$ cat config.mk
export PLATFORM = sky130hd
export DESIGN_NAME = bmp280_seq
export DESIGN_NICKNAME = d
export VERILOG_FILES = /design/src/rtl/bmp280_pkg.sv /design/src/rtl/bmp280_seq.sv
export SDC_FILE = /design/constraint.sdc
export NUM_CORES = 1
export LEC_CHECK = 0
export BUFFER_PORTS_ARGS = -buffer_cell sky130_fd_sc_hd__buf_2
export CAP_MARGIN = 20
export CELL_PAD_IN_SITES_DETAIL_PLACEMENT = 0
export CELL_PAD_IN_SITES_GLOBAL_PLACEMENT = 1
export CORE_MARGIN = 4
export CORE_UTILIZATION = 30
export DETAILED_ROUTE_END_ITERATION = 6
export PLACE_DENSITY = 0.55
export SYNTH_ARGS = -nofsm -noshare
export SYNTH_HDL_FRONTEND = slang
export SYNTH_SLANG_ARGS = --single-unit
export TNS_END_PERCENT = 30
$ cat constraint.sdc
create_clock -name clk12MHz -period 2.8 [get_ports clk12MHz]
set_clock_uncertainty 0.1 [all_clocks]
set_input_delay 0.42 -clock clk12MHz [delete_from_list [all_inputs] [get_ports clk12MHz]]
set_output_delay 0.42 -clock clk12MHz [all_outputs]
set_load 0.1 [all_outputs]
$ cat src/rtl/bmp280_pkg.sv
// BMP280 register map, SPI message helpers and sequencer state encoding.
package bmp280_pkg;

   localparam logic [7:0] REG_ID         = 8'hD0;
   localparam logic [7:0] REG_CONFIG     = 8'hF5;
   localparam logic [7:0] REG_CTRL_MEAS  = 8'hF4;
   localparam logic [7:0] REG_DATA0      = 8'hF7;
   localparam logic [7:0] RD_BIT         = 8'h80;
   localparam logic [7:0] CHIP_ID_BMP280 = 8'h58;
   localparam int unsigned NUM_DATA      = 6;

   typedef enum logic [3:0] {
      StWaitPwr,
      StIdGo,
      StIdWait,
      StCfgGo,
      StCfgWait,
      StMeasGo,
      StMeasWait,
      StIdle,
      StRdGo,
      StRdWait,
      StPublish,
      StPeriod,
      StErr
   } state_e;

   function automatic logic [15:0] rd_msg(input logic [7:0] addr);
      return {addr | RD_BIT, 8'h00};
   endfunction

   function automatic logic [15:0] wr_msg(input logic [7:0] addr, input logic [7:0] data);
      return {addr & ~RD_BIT, data};
   endfunction

endpackage

$ cat src/rtl/bmp280_seq.sv
// BMP280 sequencer: chip-ID check, configuration writes, then periodic single-byte
// reads of the pressure/temperature block driving an external SPI transaction engine.
module bmp280_seq
   import bmp280_pkg::*;
#(
   parameter int unsigned STARTUP_CYCLES = 24000,
   parameter int unsigned PERIOD_CYCLES  = 1200000,
   parameter int unsigned TIMEOUT_CYCLES = 4096,
   parameter logic [7:0]  CONFIG_VAL     = 8'h00,
   parameter logic [7:0]  CTRL_MEAS_VAL  = 8'h27,
   parameter logic [7:0]  CHIP_ID        = CHIP_ID_BMP280
) (
   input  logic        clk12MHz,
   input  logic        rst,
   input  logic        enable,
   output logic        spi_go,
   output logic [15:0] spi_tx,
   input  logic        spi_done,
   input  logic [7:0]  spi_rx,
   output logic [19:0] raw_press,
   output logic [19:0] raw_temp,
   output logic        sample_valid,
   output logic        id_ok,
   output logic        error
);

   localparam int unsigned CntMax = (STARTUP_CYCLES > TIMEOUT_CYCLES) ? STARTUP_CYCLES
                                                                      : TIMEOUT_CYCLES;
   localparam int unsigned CntW   = $clog2(CntMax);
   localparam int unsigned PerW   = $clog2(PERIOD_CYCLES);
   localparam logic [CntW-1:0] StartupLast = CntW'(STARTUP_CYCLES - 1);
   localparam logic [CntW-1:0] TimeoutLast = CntW'(TIMEOUT_CYCLES - 1);
   localparam logic [PerW-1:0] PeriodLast  = PerW'(PERIOD_CYCLES - 1);
   localparam logic [2:0]      IdxLast     = 3'(NUM_DATA - 1);

   state_e          state_q;
   logic [CntW-1:0] cnt_q;
   logic [PerW-1:0] per_q;
   logic [2:0]      idx_q;
   logic [7:0]      byte_q [NUM_DATA];
   logic            spi_go_q;
   logic [15:0]     spi_tx_q;
   logic [19:0]     raw_press_q;
   logic [19:0]     raw_temp_q;
   logic            sample_valid_q;
   logic            id_ok_q;
   logic            error_q;
   logic            in_wait;
   logic            timed_out;

   assign in_wait   = state_q inside {StIdWait, StCfgWait, StMeasWait, StRdWait};
   assign timed_out = in_wait && !spi_done && (cnt_q == TimeoutLast);

   always_ff @(posedge clk12MHz) begin
      if (rst) begin
         state_q        <= StWaitPwr;
         cnt_q          <= '0;
         per_q          <= '0;
         idx_q          <= '0;
         spi_go_q       <= 1'b0;
         spi_tx_q       <= '0;
         raw_press_q    <= '0;
         raw_temp_q     <= '0;
         sample_valid_q <= 1'b0;
         id_ok_q        <= 1'b0;
         error_q        <= 1'b0;
         for (int unsigned i = 0; i < NUM_DATA; i++) byte_q[i] <= '0;
      end else begin
         spi_go_q       <= 1'b0;
         sample_valid_q <= 1'b0;
         cnt_q          <= cnt_q + 1'b1;
         // Saturate so an overlong burst leaves the period already expired.
         if (per_q != '1) per_q <= per_q + 1'b1;
         if (timed_out) begin
            state_q <= StErr;
            error_q <= 1'b1;
         end else begin
            unique case (state_q)
               StWaitPwr: if (cnt_q == StartupLast) state_q <= StIdGo;
               StIdGo: begin
                  spi_go_q <= 1'b1;
                  spi_tx_q <= rd_msg(REG_ID);
                  cnt_q    <= '0;
                  state_q  <= StIdWait;
               end
               StIdWait: if (spi_done) begin
                  if (spi_rx == CHIP_ID) begin
                     id_ok_q <= 1'b1;
                     state_q <= StCfgGo;
                  end else begin
                     error_q <= 1'b1;
                     state_q <= StErr;
                  end
               end
               StCfgGo: begin
                  spi_go_q <= 1'b1;
                  spi_tx_q <= wr_msg(REG_CONFIG, CONFIG_VAL);
                  cnt_q    <= '0;
                  state_q  <= StCfgWait;
               end
               StCfgWait: if (spi_done) state_q <= StMeasGo;
               StMeasGo: begin
                  spi_go_q <= 1'b1;
                  spi_tx_q <= wr_msg(REG_CTRL_MEAS, CTRL_MEAS_VAL);
                  cnt_q    <= '0;
                  state_q  <= StMeasWait;
               end
               StMeasWait: if (spi_done) state_q <= StIdle;
               StIdle: if (enable) begin
                  idx_q   <= '0;
                  per_q   <= '0;
                  state_q <= StRdGo;
               end
               StRdGo: begin
                  spi_go_q <= 1'b1;
                  spi_tx_q <= rd_msg(REG_DATA0 + {5'd0, idx_q});
                  cnt_q    <= '0;
                  state_q  <= StRdWait;
               end
               StRdWait: if (spi_done) begin
                  byte_q[idx_q] <= spi_rx;
                  if (idx_q == IdxLast) begin
                     state_q <= StPublish;
                  end else begin
                     idx_q   <= idx_q + 3'd1;
                     state_q <= StRdGo;
                  end
               end
               StPublish: begin
                  raw_press_q    <= {byte_q[0], byte_q[1], byte_q[2][7:4]};
                  raw_temp_q     <= {byte_q[3], byte_q[4], byte_q[5][7:4]};
                  sample_valid_q <= 1'b1;
                  state_q        <= StPeriod;
               end
               StPeriod: if (per_q >= PeriodLast) begin
                  if (enable) begin
                     idx_q   <= '0;
                     per_q   <= '0;
                     state_q <= StRdGo;
                  end else begin
                     state_q <= StIdle;
                  end
               end
               StErr: state_q <= StErr;
               default: begin
                  error_q <= 1'b1;
                  state_q <= StErr;
               end
            endcase
         end
      end
   end

   // Low nibbles of F9/FC are fetched but carry no data for the raw outputs.
   logic unused_low_nibbles;
   assign unused_low_nibbles = ^{byte_q[2][3:0], byte_q[5][3:0]};

   assign spi_go       = spi_go_q;
   assign spi_tx       = spi_tx_q;
   assign raw_press    = raw_press_q;
   assign raw_temp     = raw_temp_q;
   assign sample_valid = sample_valid_q;
   assign id_ok        = id_ok_q;
   assign error        = error_q;

endmodule
==> Yosys cells after proc, flatten, opt, wreduce, memory -nomap -nowiden <==
Memory sizes are Yosys's and may differ from the RTL's. A register that Yosys moved wholly into a read port is not among the register bits.
Cells that the tools add are included.
{ "totals": {"input_bits": 12, "ram_bits": 48, "regBits": 63, "memories": 1} }
{ "op_classes": {"mux": 41, "n_reduce_logical": 18, "n_addsub": 4, "n_lt_le_gt_ge": 1, "n_eq_ne": 34, "bitwise_logic": 1} }
{ "memory_table": {"columns": ["memory", "depth", "word_bits", "rd", "rd_ports_with_merged_regs", "write_ports", "line", "rtl"], "rows": [
  ["byte_q", 6, 8, 6, 6, 6, "bmp280_seq.sv:40", "logic [7:0] byte_q [NUM_DATA];"]
]} }
{ "op_table": {"columns": ["op", "count"], "rows": [
  ["two-way mux 21 bit", 4],
  ["one-hot mux 16 bit (4 select lines)", 1],
  ["one-hot mux 4 bit (12 select lines)", 1],
  ["one-hot mux 21 bit (2 select lines)", 1],
  ["two-way mux 4 bit", 10],
  ["two-way mux 15 bit", 2],
  ["inequality test 3 bit (second input constant)", 8],
  ["adder 21 x 1 -> 21 bit (second input constant)", 1],
  ["greater-or-equal comparator 21 bit (second input constant)", 1],
  ["inequality test 21 bit (second input constant)", 1],
  ["== test 4 bit (second input constant)", 5],
  ["== test 4 x 3 -> 1 bit (second input constant)", 4],
  ["inequality test 2 bit (second input constant)", 8],
  ["adder 15 x 1 -> 15 bit (second input constant)", 1],
  ["== test 15 x 12 -> 1 bit (second input constant)", 1],
  ["== test 15 bit (second input constant)", 1],
  ["two-way mux 3 bit", 5],
  ["AND reduction 7 bit", 2],
  ["two-way mux 1 bit", 13],
  ["OR reduction 12 bit", 1],
  ["one-hot mux 3 bit (3 select lines)", 1],
  ["== test 4 x 2 -> 1 bit (second input constant)", 2],
  ["== test 8 x 7 -> 1 bit (second input constant)", 1],
  ["two-way mux 8 bit", 1],
  ["20 further kinds", 23]
]} }

==> Logic depth before layout (Yosys ltp) <==
{ "logic_depth": {"ltp_word": 9, "mapped_depth": 8} }

==> Worst setup path after synthesis <==
OpenSTA, ideal clock, no wires.
{ "synth_path": {"kind": "register -> register", "start": "register cnt_q[6]", "end": "register state_q[3]", "path_slack_ns": 0.610, "setup_time_ns": 0.122, "synth_period_minus_slack_ns": 2.190, "stages_incl_launch_ff": 6, "n_path_buf": 0, "arrival_time_ns": 1.968, "required_time_ns": 2.578, "path_cell_list": "dfxtp_1 > or4b_1 > or4_4 > a21oi_4 > o211ai_4 > o311a_1"} }
{ "synth_between": {"elab_chain_len": 4} }
{ "synth_lines": {"columns": ["element", "line", "rtl"], "rows": [
  ["start: declaration", "bmp280_seq.sv:37", "logic [CntW-1:0] cnt_q;"],
  ["start signal: assignment", "bmp280_seq.sv:71", "cnt_q <= cnt_q + 1'b1;"],
  ["== test 15 x 12 -> 1 bit", "bmp280_seq.sv:52", "assign timed_out = in_wait && !spi_done && (cnt_q == TimeoutLast);"],
  ["logical AND 1 bit", "bmp280_seq.sv:52", null],
  ["inequality test 3 bit (no line)", null, null],
  ["AND reduction 7 bit (no line)", null, null],
  ["end signal: assignment", "bmp280_seq.sv:56", "state_q <= StWaitPwr;"],
  ["end signal: assignment", "bmp280_seq.sv:75", "state_q <= StErr;"],
  ["end signal: assignment", "bmp280_seq.sv:79", "StWaitPwr: if (cnt_q == StartupLast) state_q <= StIdGo;"],
  ["end: declaration", "bmp280_seq.sv:36", "state_e state_q;"]
]} }
Several ways; a longest one is shown, not always the timed one.
A chain may end at the register's enable or synchronous reset.

==> Worst setup path in the final report <==
{ "layout_path": {"start": "register per_q[0]", "end": "register per_q[6]"} }
{ "layout_between": {"elab_chain_len": 6} }
{ "layout_lines": {"columns": ["element", "line", "rtl"], "rows": [
  ["start: declaration", "bmp280_seq.sv:38", "logic [PerW-1:0] per_q;"],
  ["start signal: assignment", "bmp280_seq.sv:73", "if (per_q != '1) per_q <= per_q + 1'b1;"],
  ["adder 21 x 1 -> 21 bit or inequality test 21 bit (tied branches)", "bmp280_seq.sv:73", null],
  ["two-way mux 21 bit", "bmp280_seq.sv:73", null],
  ["two-way mux 21 bit", "bmp280_seq.sv:109, bmp280_seq.sv:136", null],
  ["two-way mux 21 bit", "bmp280_seq.sv:135", "StPeriod: if (per_q >= PeriodLast) begin"],
  ["one-hot mux 21 bit (2 select lines)", "bmp280_seq.sv:78", "unique case (state_q)"],
  ["two-way mux 21 bit *", "bmp280_seq.sv:74", "if (timed_out) begin"]
]} }
Every way passes the cells marked *; elsewhere a longest branch is shown, timed or not.

==> run metrics <==
CTS sink cnt=135; Initial Utilization=30.9%; Fmax achieved=417 MHz; H-tree Lvls=4; share of post-route cells with drive strength above 1=17.6%; crit start category=flop; initial drt markers=224; Finished Layout Cells=988; initial antenna violation count=0; clock root cell=clkbuf_16; drt pass-1 iters=5; later-pin clock latency in the skew report=0.42 ns; Slew Viols, Final=0; Fin. Hold Viols=0; unrepaired setup endpoints after global routing=false; # IOs=72; final setup fails=0; gpl congestion=0.761; post-route ant nets=0; MaxCap Viol Count=0; number of port buffers=67; CP Class=flop to flop; Setup TNS Final=0 ns; pin count of the biggest net entering global routing=80; Die ar.=0.0219 mm^2; Unique masters post-synth=62; # hold bufs at CTS=0; outcome=complete, no violations; Post-CTS Resized=0; first-pass GRT wire length=23.2 mm; Crit. End Element=flop; Post-layout nets=732; CTS tree=built; Yosys Warn Count=0; crit path max fanout=24; most common cell after layout, fill and taps aside=nand2_1; Die Y=148 um; #FFs+latches synth=135; Primary FF master, synth=dfxtp_1; WP data arrival=2.55 ns; WL/cell=14.3 um; Syn Area/Cell=9.10 um^2; Hold Path Class=input port to flop; Total Wirelength=14.2 mm; post-detail-place hpwl=9.98 mm; GRT Overall Usage=13.2%; Netlist Area Pre-Place=0.00588 mm^2; total CTS buffers=17; sequential share of the synthesized area=52.8%; Final Cycle Share=85.6%; Core Region=0.0190 mm^2; LEAKAGE=2.62 nW; Post-CTS Setup Inserts=0; Worst Path Required=2.95 ns; drt drc=0; EDFF count, synth=40; PD cells=796 mW/mm^2; Worst VDD drop=0.540 mV; Placed Cells incl. Taps=956; Final Power=5.61 mW; Die W=148 um; via count=4725; Area Overhead vs Synth=20.0%; Fillers=1966; Worst Max-Slew Pin Slew=0.832 ns; Post-Synthesis Cells=646; clk buf depth=2; Final Core Density=37.1%; # diodes=0; commonest non-fill, non-tap cells in the layout=110 x nand2_1, 95 x dfxtp_1, 67 x buf_2, 65 x nor2_1, 51 x a21oi_1; vias in the first global route=4628; # rows=50; Max-Slew Margin vs Limit=44.5%; Worst-path clk slew=0.06 ns; global route overflow=0; DR vias/cell=4.78; FFs w/ async S/R, synth=0%; minimum clock period=2.40 ns
layout make-up:
class,count,area (um^2),area share [%]
clock inverter,11,75.1,1.06
tap,260,325,4.61
sequential,135,3100,44.0
timing repair buffer,88,493,6.99
multi-input combinational,455,2530,35.9
inverter,18,67.6,0.958
clock buffer,21,460,6.53
metrics by stage:
stage / setup WS, ns / area (um^2) / hold slack (ns)
after floorplan: 0.610 / 5890 / 0.341
after global placement: 0.448 / 6520 / 0.341
after detailed placement: 0.395 / 6520 / 0.344
after CTS: 0.378 / 7050 / 0.228
after global routing: 0.181 / 7050 / 0.249
final: 0.402 / 7050 / 0.243
worst max-delay path, stage by stage, from the launching register on:
cell and delay [ns]:
dfxtp_1 0.40, ha_1 0.38, a21oi_1 0.08, nor4_1 0.34, buf_4 0.20, o21a_1 0.13, o21a_2 0.45, a2111oi_0 0.14
cell families after synthesis:
family	Yosys count	share of synthesized area [%]
and+or+nand+nor	302	24.4
DFF	135	52.8
AOI/OAI and AO/OA	109	11.9
buffers and inverters	59	4.45
xor gates and xnor gates	31	4.62
adders and majority gates	5	1.06
muxes	4	0.681
other	1	0.0638
registers in the layout (all words and copies together), names as in the netlist:
signal        flops
per_q            21
spi_go            1
raw_press        20
id_ok             1
cnt_q            15
error             1
state_q           4
sample_valid      1
idx_q             3
byte_q           40
spi_tx            8
raw_temp         20
synthesized netlist by cell type, drive strengths merged, types with 3 or more instances:
| cell type | number | area [um^2] |
|---|---|---|
| nor2 | 66 | 248 |
| or2 | 4 | 25.0 |
| mux2i | 4 | 40.0 |
| clkbuf | 28 | 105 |
| nand3 | 21 | 105 |
| nor3 | 29 | 145 |
| o21a | 3 | 23.8 |
| nor2b | 3 | 18.8 |
| dfxtp | 95 | 1900 |
| inv | 16 | 60.1 |
| and3 | 8 | 50.1 |
| ha | 5 | 62.6 |
| buf | 13 | 88.8 |
| a21oi | 52 | 272 |
| nand4 | 9 | 56.3 |
| nor4 | 13 | 87.6 |
| a211oi | 9 | 67.6 |
| nand2b | 4 | 25.0 |
| a2111oi | 4 | 35.0 |
| edfxtp | 40 | 1200 |
| nand2 | 110 | 413 |
| a21o | 3 | 22.5 |
| xor2 | 8 | 70.1 |
| nor4b | 3 | 26.3 |
| o21ai | 14 | 70.1 |
| and2 | 19 | 119 |
| xnor2 | 23 | 201 |
| o211ai | 7 | 66.3 |
routing by layer:
layer,global-route usage [%],part of all wire (%),vias up
li1,-,-,2382
met4,4.62,1.4,0
met1,16.2,46,2238
met2,22.9,49,90
met5,0,0,-
met3,3.19,3.9,15
power by group:
part	leakage, nW	total (mW)	internal (mW)	switching [mW]
Clock	0.260	2.01	1.18	0.837
Sequential	1.18	2.20	2.12	0.0717
Combinational	1.18	1.40	0.334	1.07
Total	2.62	5.61	3.63	1.98
worst paths after layout:
path / from / endpoint / slack (ns) / cells past startpoint
hold / removal: spi_rx[5] / byte_q[2][5] / 0.24 / 2
setup / recovery: per_q[0] / per_q[6] / 0.40 / 7
setup reg to reg: per_q[0] / per_q[6] / 0.40 / 7
hold reg to reg: raw_press[4] / raw_press[4] / 0.35 / 2
No activity file was read; power rests on OpenSTA's default activity.
